<file path="src/rtl/uart_pkg.sv">
// Shared constants, frame-timing helpers and FSM state type for the UART transmit feeder.
package uart_pkg;

  localparam int BYTE_W = 8;

  typedef enum logic [1:0] {
    IDLE,
    LAUNCH,
    WAIT
  } state_t;

  function automatic int calc_bps_cnt(input int sys_clk_fre, input int bps);
    return sys_clk_fre / bps;
  endfunction

  // One frame is start + 8 data + stop bits, plus idle margin for the transmitter to settle.
  function automatic int calc_frame_cyc(input int sys_clk_fre, input int bps, input int margin);
    return 10 * calc_bps_cnt(sys_clk_fre, bps) + margin;
  endfunction

endpackage

</file>
<file path="src/rtl/sync_fifo.sv">
// Byte-wide synchronous FIFO with registered level, full and empty flags.
module sync_fifo
  import uart_pkg::*;
#(
  parameter int DEPTH = 16,
  parameter int AW    = 4
) (
  input  logic              sys_clk,
  input  logic              sys_rst_n,
  input  logic              wr_en,
  input  logic [BYTE_W-1:0] wr_data,
  input  logic              rd_en,
  output logic [BYTE_W-1:0] rd_data,
  output logic              full,
  output logic              empty,
  output logic [AW:0]       level
);

  localparam logic [AW:0] FULL_LVL = (AW + 1)'(DEPTH);

  logic [BYTE_W-1:0] mem [DEPTH];
  logic [AW-1:0]     wr_ptr;
  logic [AW-1:0]     rd_ptr;
  logic              do_wr;
  logic              do_rd;
  logic [AW:0]       level_next;

  // Acceptance looks only at the registered flags, so a pop in the same cycle never frees a slot early.
  assign do_wr   = wr_en && !full;
  assign do_rd   = rd_en && !empty;
  assign rd_data = mem[rd_ptr];

  always_comb begin
    level_next = level;
    if (do_wr && !do_rd) begin
      level_next = level + 1'b1;
    end else if (!do_wr && do_rd) begin
      level_next = level - 1'b1;
    end
  end

  always_ff @(posedge sys_clk) begin
    if (do_wr) begin
      mem[wr_ptr] <= wr_data;
    end
  end

  always_ff @(posedge sys_clk or negedge sys_rst_n) begin
    if (!sys_rst_n) begin
      wr_ptr <= '0;
      rd_ptr <= '0;
      level  <= '0;
      full   <= 1'b0;
      empty  <= 1'b1;
    end else begin
      if (do_wr) begin
        wr_ptr <= wr_ptr + 1'b1;
      end
      if (do_rd) begin
        rd_ptr <= rd_ptr + 1'b1;
      end
      level <= level_next;
      full  <= (level_next == FULL_LVL);
      empty <= (level_next == '0);
    end
  end

endmodule

</file>
<file path="src/rtl/uart_tx_feeder.sv">
// Byte FIFO plus launch sequencer feeding a UART transmitter that has no busy/ready handshake.
// Optional sticky overflow flag with ovf_clr when UART_TX_FEEDER_OVF_EN is defined.
module uart_tx_feeder
  import uart_pkg::*;
#(
  parameter int SYS_CLK_FRE  = 50_000_000,
  parameter int BPS          = 115200,
  parameter int DEPTH        = 16,
  parameter int AW           = 4,
  parameter int EN_HI        = 4,
  parameter int FRAME_MARGIN = 8
) (
  input  logic              sys_clk,
  input  logic              sys_rst_n,
  input  logic              wr_en,
  input  logic [BYTE_W-1:0] wr_data,
`ifdef UART_TX_FEEDER_OVF_EN
  input  logic              ovf_clr,
  output logic              ovf,
`endif
  output logic              full,
  output logic              empty,
  output logic [AW:0]       level,
  output logic              busy,
  output logic [BYTE_W-1:0] uart_data,
  output logic              uart_tx_en
);

  localparam int          FRAME_CYC  = calc_frame_cyc(SYS_CLK_FRE, BPS, FRAME_MARGIN);
  localparam logic [15:0] EN_LAST    = 16'(EN_HI - 1);
  localparam logic [15:0] FRAME_LAST = 16'(FRAME_CYC - 1);

  state_t            state;
  state_t            state_d;
  logic [15:0]       timer;
  logic [15:0]       timer_d;
  logic              tx_en_d;
  logic [BYTE_W-1:0] data_d;
  logic              pop;
  logic [BYTE_W-1:0] head;

  sync_fifo #(
    .DEPTH(DEPTH),
    .AW   (AW)
  ) u_fifo (
    .sys_clk  (sys_clk),
    .sys_rst_n(sys_rst_n),
    .wr_en    (wr_en),
    .wr_data  (wr_data),
    .rd_en    (pop),
    .rd_data  (head),
    .full     (full),
    .empty    (empty),
    .level    (level)
  );

  // The timer counts through the whole frame from the launch edge, so the next launch lands FRAME_CYC+1 later.
  always_comb begin
    state_d = state;
    timer_d = timer;
    tx_en_d = uart_tx_en;
    data_d  = uart_data;
    pop     = 1'b0;
    case (state)
      IDLE: begin
        if (!empty) begin
          pop     = 1'b1;
          data_d  = head;
          tx_en_d = 1'b1;
          timer_d = '0;
          state_d = LAUNCH;
        end
      end
      LAUNCH: begin
        timer_d = timer + 16'd1;
        if (timer == EN_LAST) begin
          tx_en_d = 1'b0;
          state_d = WAIT;
        end
      end
      WAIT: begin
        timer_d = timer + 16'd1;
        if (timer == FRAME_LAST) begin
          state_d = IDLE;
        end
      end
      default: state_d = IDLE;
    endcase
  end

  always_ff @(posedge sys_clk or negedge sys_rst_n) begin
    if (!sys_rst_n) begin
      state      <= IDLE;
      timer      <= '0;
      uart_tx_en <= 1'b0;
      uart_data  <= '0;
      busy       <= 1'b0;
    end else begin
      state      <= state_d;
      timer      <= timer_d;
      uart_tx_en <= tx_en_d;
      uart_data  <= data_d;
      busy       <= (state_d != IDLE);
    end
  end

`ifdef UART_TX_FEEDER_OVF_EN
  // A dropped write takes priority over a clear landing in the same cycle.
  always_ff @(posedge sys_clk or negedge sys_rst_n) begin
    if (!sys_rst_n) begin
      ovf <= 1'b0;
    end else if (wr_en && full) begin
      ovf <= 1'b1;
    end else if (ovf_clr) begin
      ovf <= 1'b0;
    end
  end
`endif

endmodule

</file>
<file path="config.mk">
export PLATFORM = sky130hd
export DESIGN_NAME = uart_tx_feeder
export DESIGN_NICKNAME = d
export VERILOG_FILES = /design/src/rtl/uart_pkg.sv /design/src/rtl/sync_fifo.sv /design/src/rtl/uart_tx_feeder.sv
export SDC_FILE = /design/constraint.sdc
export NUM_CORES = 1
export LEC_CHECK = 0
export ABC_AREA = 1
export CORE_ASPECT_RATIO = 1.2
export CORE_MARGIN = 1.5
export CORE_UTILIZATION = 55
export DETAILED_ROUTE_END_ITERATION = 8
export GPL_TIMING_DRIVEN = 1
export PLACE_DENSITY = 0.76
export SLEW_MARGIN = 20
export SYNTH_ARGS = -nofsm -noshare
export SYNTH_HDL_FRONTEND = slang
export SYNTH_SLANG_ARGS = --single-unit
</file>
<file path="constraint.sdc">
create_clock -name sys_clk -period 1.73 [get_ports sys_clk]
set_input_delay 0.2595 -clock sys_clk [delete_from_list [all_inputs] [get_ports sys_clk]]
set_output_delay 0.2595 -clock sys_clk [all_outputs]
set_load 0.05 [all_outputs]
</file>
-- Word-level counts from Yosys, hierarchy flattened
Memory sizes are Yosys's and may differ from the RTL's. A register that Yosys moved wholly into a read port is not among the register bits.
Cells that the tools add are included.
- flip-flop bits (word level): 35
- memory bits (writable): 128
- input port bits: 11
- output and inout port bits: 17
- logic and storage cells: 56
- memories: 1
- memory list (name ; words ; bits a word ; read ports ; clocked after memory_dff ; write ports ; RTL line ; text):
    u_fifo.mem ; 16 ; 8 ; 1 ; 1 ; 1 ; sync_fifo.sv:21 ; logic [BYTE_W-1:0] mem [DEPTH];
- add/subtract/negate cells: 5
- equality and inequality tests: 7
- mux-type cells: 15
- bitwise gates (word level): 1
- reductions and logical operators: 18
- operators with widths (cell ; count):
    $pmux 16 s2 ; 1
    $add 16x1->16 const B ; 1
    $eq 16x13->1 const B ; 1
    $eq 16x2->1 const B ; 1
    $mux 16 ; 1
    $mux 5 ; 2
    $add 4x1->4 const B ; 2
    $mux 1 ; 6
    $mux 2 ; 3
    $pmux 2 s3 ; 1
    $reduce_bool 2->1 ; 3
    $add 5x1->5 const B ; 1
    $eq 5x5->1 const B ; 1
    $logic_not 1->1 ; 5
    $logic_not 5->1 ; 1
    $sub 5x1->5 const B ; 1
    $logic_and 1x1->1 ; 4
    $ne 2x2->1 const B ; 2
    $reduce_and 2->1 ; 2
    $reduce_and 3->1 ; 1
    $eq 2x1->1 const B ; 1
    $eq 2x2->1 const B ; 1
    $logic_not 2->1 ; 1
    $pmux 1 s2 ; 1
    2 further kinds ; 2

-- Longest topological paths before layout
- depth after elaboration: 7
- gate-level depth with buffers: 11
- mapped depth without buffers: 11

-- By module
A second synthesis with hierarchy kept.
- cell total of the unflattened synthesis: 711
- area, all modules: 7586.0 um^2
- modules (own cells, without submodules) (module ; instances ; cells each ; area each (um^2) ; sequential area each (um^2)):
    sync_fifo ; 1 ; 501 ; 6007.0 ; 4220.3
    uart_tx_feeder ; 1 ; 210 ; 1579.0 ; 700.7

-- Least setup slack after synthesis
OpenSTA, ideal clock, no wires.
- kind: reg2reg
- start: register u_fifo.full
- end: memory u_fifo.mem[11][0], enable pin
- setup time: 370 ps
- data arrival time: 1500 ps
- required time: 1360 ps
- slack: -141 ps
- stages on the path, launching flop included: 5
- path buffers: 1
- clock period less this slack: 1871 ps
- cell sequence: dfrtp_1 > nor2_4 > buf_4 > nand2_1 > nor2_1
- cells in the longest elaborated chain, start to end: 4
- ends and longest elaborated chain (what ; RTL line ; text):
    start: declaration ; sync_fifo.sv:14 ; output logic full,
    start signal: assignment ; sync_fifo.sv:63 ; full <= (level_next == FULL_LVL);
    $logic_not 1->1 ; sync_fifo.sv:29 ; assign do_wr = wr_en && !full;
    $logic_and 1x1->1 ; sync_fifo.sv:29 ;
    $mux 1 ; sync_fifo.sv:43 ; if (do_wr) begin
    $mux 1 (implied by the code) ; sync_fifo.sv:44 ; mem[wr_ptr] <= wr_data;
    end: declaration ; sync_fifo.sv:21 ;
Every way passes these cells.

-- Worst setup path after layout
- start: register state[1]
- end: register timer[12]
- cells in the longest elaborated chain, start to end: 4
- elaborated cells between the ends (all ways): 8
- those cells by class: eq/ne (3); mux (1); reduce/logical (4)
- ends and longest elaborated chain (what ; RTL line ; text):
    start: declaration ; uart_tx_feeder.sv:33 ; state_t state;
    start signal: assignment ; uart_tx_feeder.sv:99 ; state <= state_d;
    $eq 2x2->1 / $eq 2x1->1 (equally long branches) ; uart_tx_feeder.sv:64 ; case (state)
    $reduce_or 2->1 (no line) ; -- ;
    $reduce_bool 2->1 (no line) ; -- ;
    $reduce_and 2->1 (no line) ; -- ;
    end signal: assignment ; uart_tx_feeder.sv:100 ; timer <= timer_d;
    end: declaration ; uart_tx_feeder.sv:35 ; logic [15:0] timer;
Parallel ways exist; a longest one is shown, timed or not.
A chain may end at the register's enable or synchronous reset.

==> results.sh <==
export IMPL_avgSynthCellArea_sq_um=10.1
export IMPL_slew_violations=0
export IMPL_synth_area_leaders="edfxtp_1 (51%), dfrtp_1 (14%), nand2_1 (13%)"
export IMPL_antenna_found_initial=0
export IMPL_synthTopCellsByCount="nand2_1 (266), edfxtp_1 (128), nand3_1 (122)"
export IMPL_required_ns=2.09
export IMPL_cts_buffer_depth=2
export IMPL_wirelength_mm=16.6
export IMPL_yosysTopAreaCellShare=0.508
export IMPL_ant_nets=0
export IMPL_rows=46
export IMPL_yosysMostFrequentCell="nand2_1"
export IMPL_p_leak_nw=3.71
export IMPL_synth_seq_area_share=0.650
export IMPL_fin_crit_ns=1.63
export IMPL_syn_inst=750
export IMPL_antenna_cells=0
export IMPL_tightest_slew_ns=0.512
export IMPL_hold_viol_final=0
export IMPL_ys_ff_latch=171
export IMPL_reg2reg_slack_ns=0.1
export IMPL_ir_worst_vdd_uv=907
export IMPL_synth_edf_count=128
export IMPL_hp_class="in -> async"
export IMPL_grt_first_pass_wirelength_mm=26.3
export IMPL_status="complete, no violations"
export IMPL_cts_tree="done"
export IMPL_first_pass_iters=6
export IMPL_maxCapViolations=0
export IMPL_place_gp_congestion=0.886
export IMPL_ios=28
export IMPL_drc=0
export IMPL_rsz0062_at_grt="no"
export IMPL_dpl_cell_count=958
export IMPL_port_buffers=27
export IMPL_grt_max_degree=44
export IMPL_coreArea_sq_um=13400
export IMPL_crit_fanout=5
export IMPL_max_freq_mhz=612
export IMPL_layout_cells_non_filler=992
export IMPL_syn_area_sq_um=7570
export IMPL_critPathLaunchType="flip-flop"
export IMPL_grt_pass1_vias=5370
export IMPL_wl_per_cell_microns=16.7
export IMPL_fin_nets=834
export IMPL_via_per_inst=5.54
export IMPL_cts_root_buffer="clkbuf_16"
export IMPL_dp_hpwl_mm=11.2
export IMPL_grt_total_usage=0.242
export IMPL_syn_to_final_growth_pct=17.3
export IMPL_yosysWarnings=0
export IMPL_clock_skew_ns=0.00994
export IMPL_synth_flop_cell="edfxtp_1"
export IMPL_cts_made_buffers=17
export IMPL_fin_util=0.665
export IMPL_ys_types=31
export IMPL_relSlewSlack=0.656
export IMPL_die_w_microns=110
export IMPL_initial_core_util=0.567
export IMPL_clk_pin_slew_ns=0.07
export IMPL_async_flop_share=0.251
export IMPL_final_setup_viol_count=0
export IMPL_path_class="reg -> reg"
export IMPL_setup_tns_ns=0
export IMPL_arrival_ns=1.99
export IMPL_drive_above_1_share=0.150
export IMPL_end_kind="flip-flop"
export IMPL_die_area_sq_um=14500
export IMPL_overflow=0
export IMPL_cts_sinks=171
export IMPL_num_vias=5500
export IMPL_clock_latency_ns=0.43
export IMPL_die_h_microns=132
export IMPL_syn_num_nets=773
export IMPL_yosys_area_top_type="edfxtp_1"
export IMPL_drt_iter0_markers=628
export IMPL_powerDensity_nw_per_um2=1150
export IMPL_cts_max_level=4
export IMPL_finalCritPeriodShare=0.944
[state kept, by name, summed over array words and instances (netlist names)]
register / flops
busy: 1
state: 2
timer: 16
u_fifo.empty: 1
u_fifo.full: 1
u_fifo.level: 5
u_fifo.mem: 128
u_fifo.rd_ptr: 4
u_fifo.wr_ptr: 4
uart_data: 8
uart_tx_en: 1
[logic make-up (layout without fill, tap and decap cells)]
group | after synthesis | count (layout) | synth area share
flip-flops | 171 | 171 | 0.650
buffers and inverters | 80 | 154 | 0.0445
AND/OR/NAND/NOR | 457 | 457 | 0.260
AO/OA/AOI/OAI | 23 | 23 | 0.0172
XOR/XNOR | 7 | 7 | 0.00810
adder cells (fa/ha/maj) | 12 | 12 | 0.0198
[per-stage QoR]
step	total power [mW]	setup slack [ns]	cell area, sq um	hold slack, ns
2_1_floorplan	5.95	-0.141	7580	-0.0361
5_1_grt	10.6	0.0140	8880	0.349
3_3_place_gp	6.44	-0.0142	8250	0.253
3_5_place_dp	6.51	-0.0976	8250	0.257
6_report	10.2	0.0962	8880	0.345
4_1_cts	10.2	-0.0149	8870	0.335
[worst max-delay path, cell delays in order, from the launching register on]
cell and delay (ns):
dfrtp_1 0.40, inv_2 0.08, ha_4 0.19, nand2_2 0.12, o21ai_4 0.11, nor2_4 0.15
nand3_1 0.12, o21ai_0 0.24, nand2_1 0.10, inv_1 0.05
[final timing paths]
path	startpoint	to	cells past startpoint
hold reg to reg	uart_data[0]	uart_data[0]	2
setup reg to reg	state[1]	timer[12]	9
max in group asynchronous	sys_rst_n	u_fifo.empty	3
min in group sys_clk	uart_data[0]	uart_data[0]	2
setup / recovery	state[1]	timer[12]	9
hold / removal	sys_rst_n	timer[4]	3
[where the power goes]
part | switching [mW] | internal (mW)
clock | 1.61 | 2.16
sequential | 0.205 | 4.82
combinational | 0.960 | 0.459
total | 2.77 | 7.44
[layout by cell type, fill, tap and decap left out, types with 2 or more instances in the layout]
| cell type | count |
|---|---|
| nand2_1 | 266 |
| edfxtp_1 | 128 |
| nand3_1 | 122 |
| buf_4 | 54 |
| inv_1 | 43 |
| dfrtp_1 | 41 |
| nor2_1 | 39 |
| clkbuf_16 | 17 |
| ha_1 | 11 |
| clkdlybuf4s50_1 | 9 |
| o21ai_0 | 8 |
| nor2_2 | 8 |
| xor2_1 | 7 |
| inv_2 | 6 |
| a21oi_1 | 6 |
| nand4_1 | 6 |
| inv_6 | 6 |
| nor2_4 | 5 |
| buf_12 | 5 |
| nand2_2 | 4 |
| nand2_4 | 3 |
| o21ai_1 | 3 |
| clkinv_2 | 3 |
| nand3b_1 | 2 |
| o211ai_1 | 2 |
| clkinv_1 | 2 |
| bufinv_16 | 2 |
| clkinv_4 | 2 |
[cell type report]
type                            instances  area (sq um)
Fill cell                            1015          4470
Tap cell                              168           210
Inverter                               52           198
Sequential cell                       171          4920
Clock inverter                         15           164
Clock buffer                           17           425
Timing Repair Buffer                   70           611
Multi-Input combinational cell        499          2350
[per-layer routing]
layer | share of wire | up-vias | GRT usage
met5 | 0 | - | 0
met4 | 0.019 | 0 | 0.0902
met3 | 0.068 | 29 | 0.0461
met2 | 0.50 | 247 | 0.396
met1 | 0.41 | 2603 | 0.319
li1 | - | 2621 | -
[timing repair]
| item | in CTS | in global routing |
|---|---|---|
| hold buffers | 1 | 0 |
| pin swaps | 1 | 1 |
| buffers inserted | 1 | 0 |
| setup endpoints to repair | 3 | 7 |
| hold endpoints to repair | 42 | 0 |
| cloned | 0 | 0 |
| resized for setup | 2 | 4 |
(Power assumes the default switching activity.)
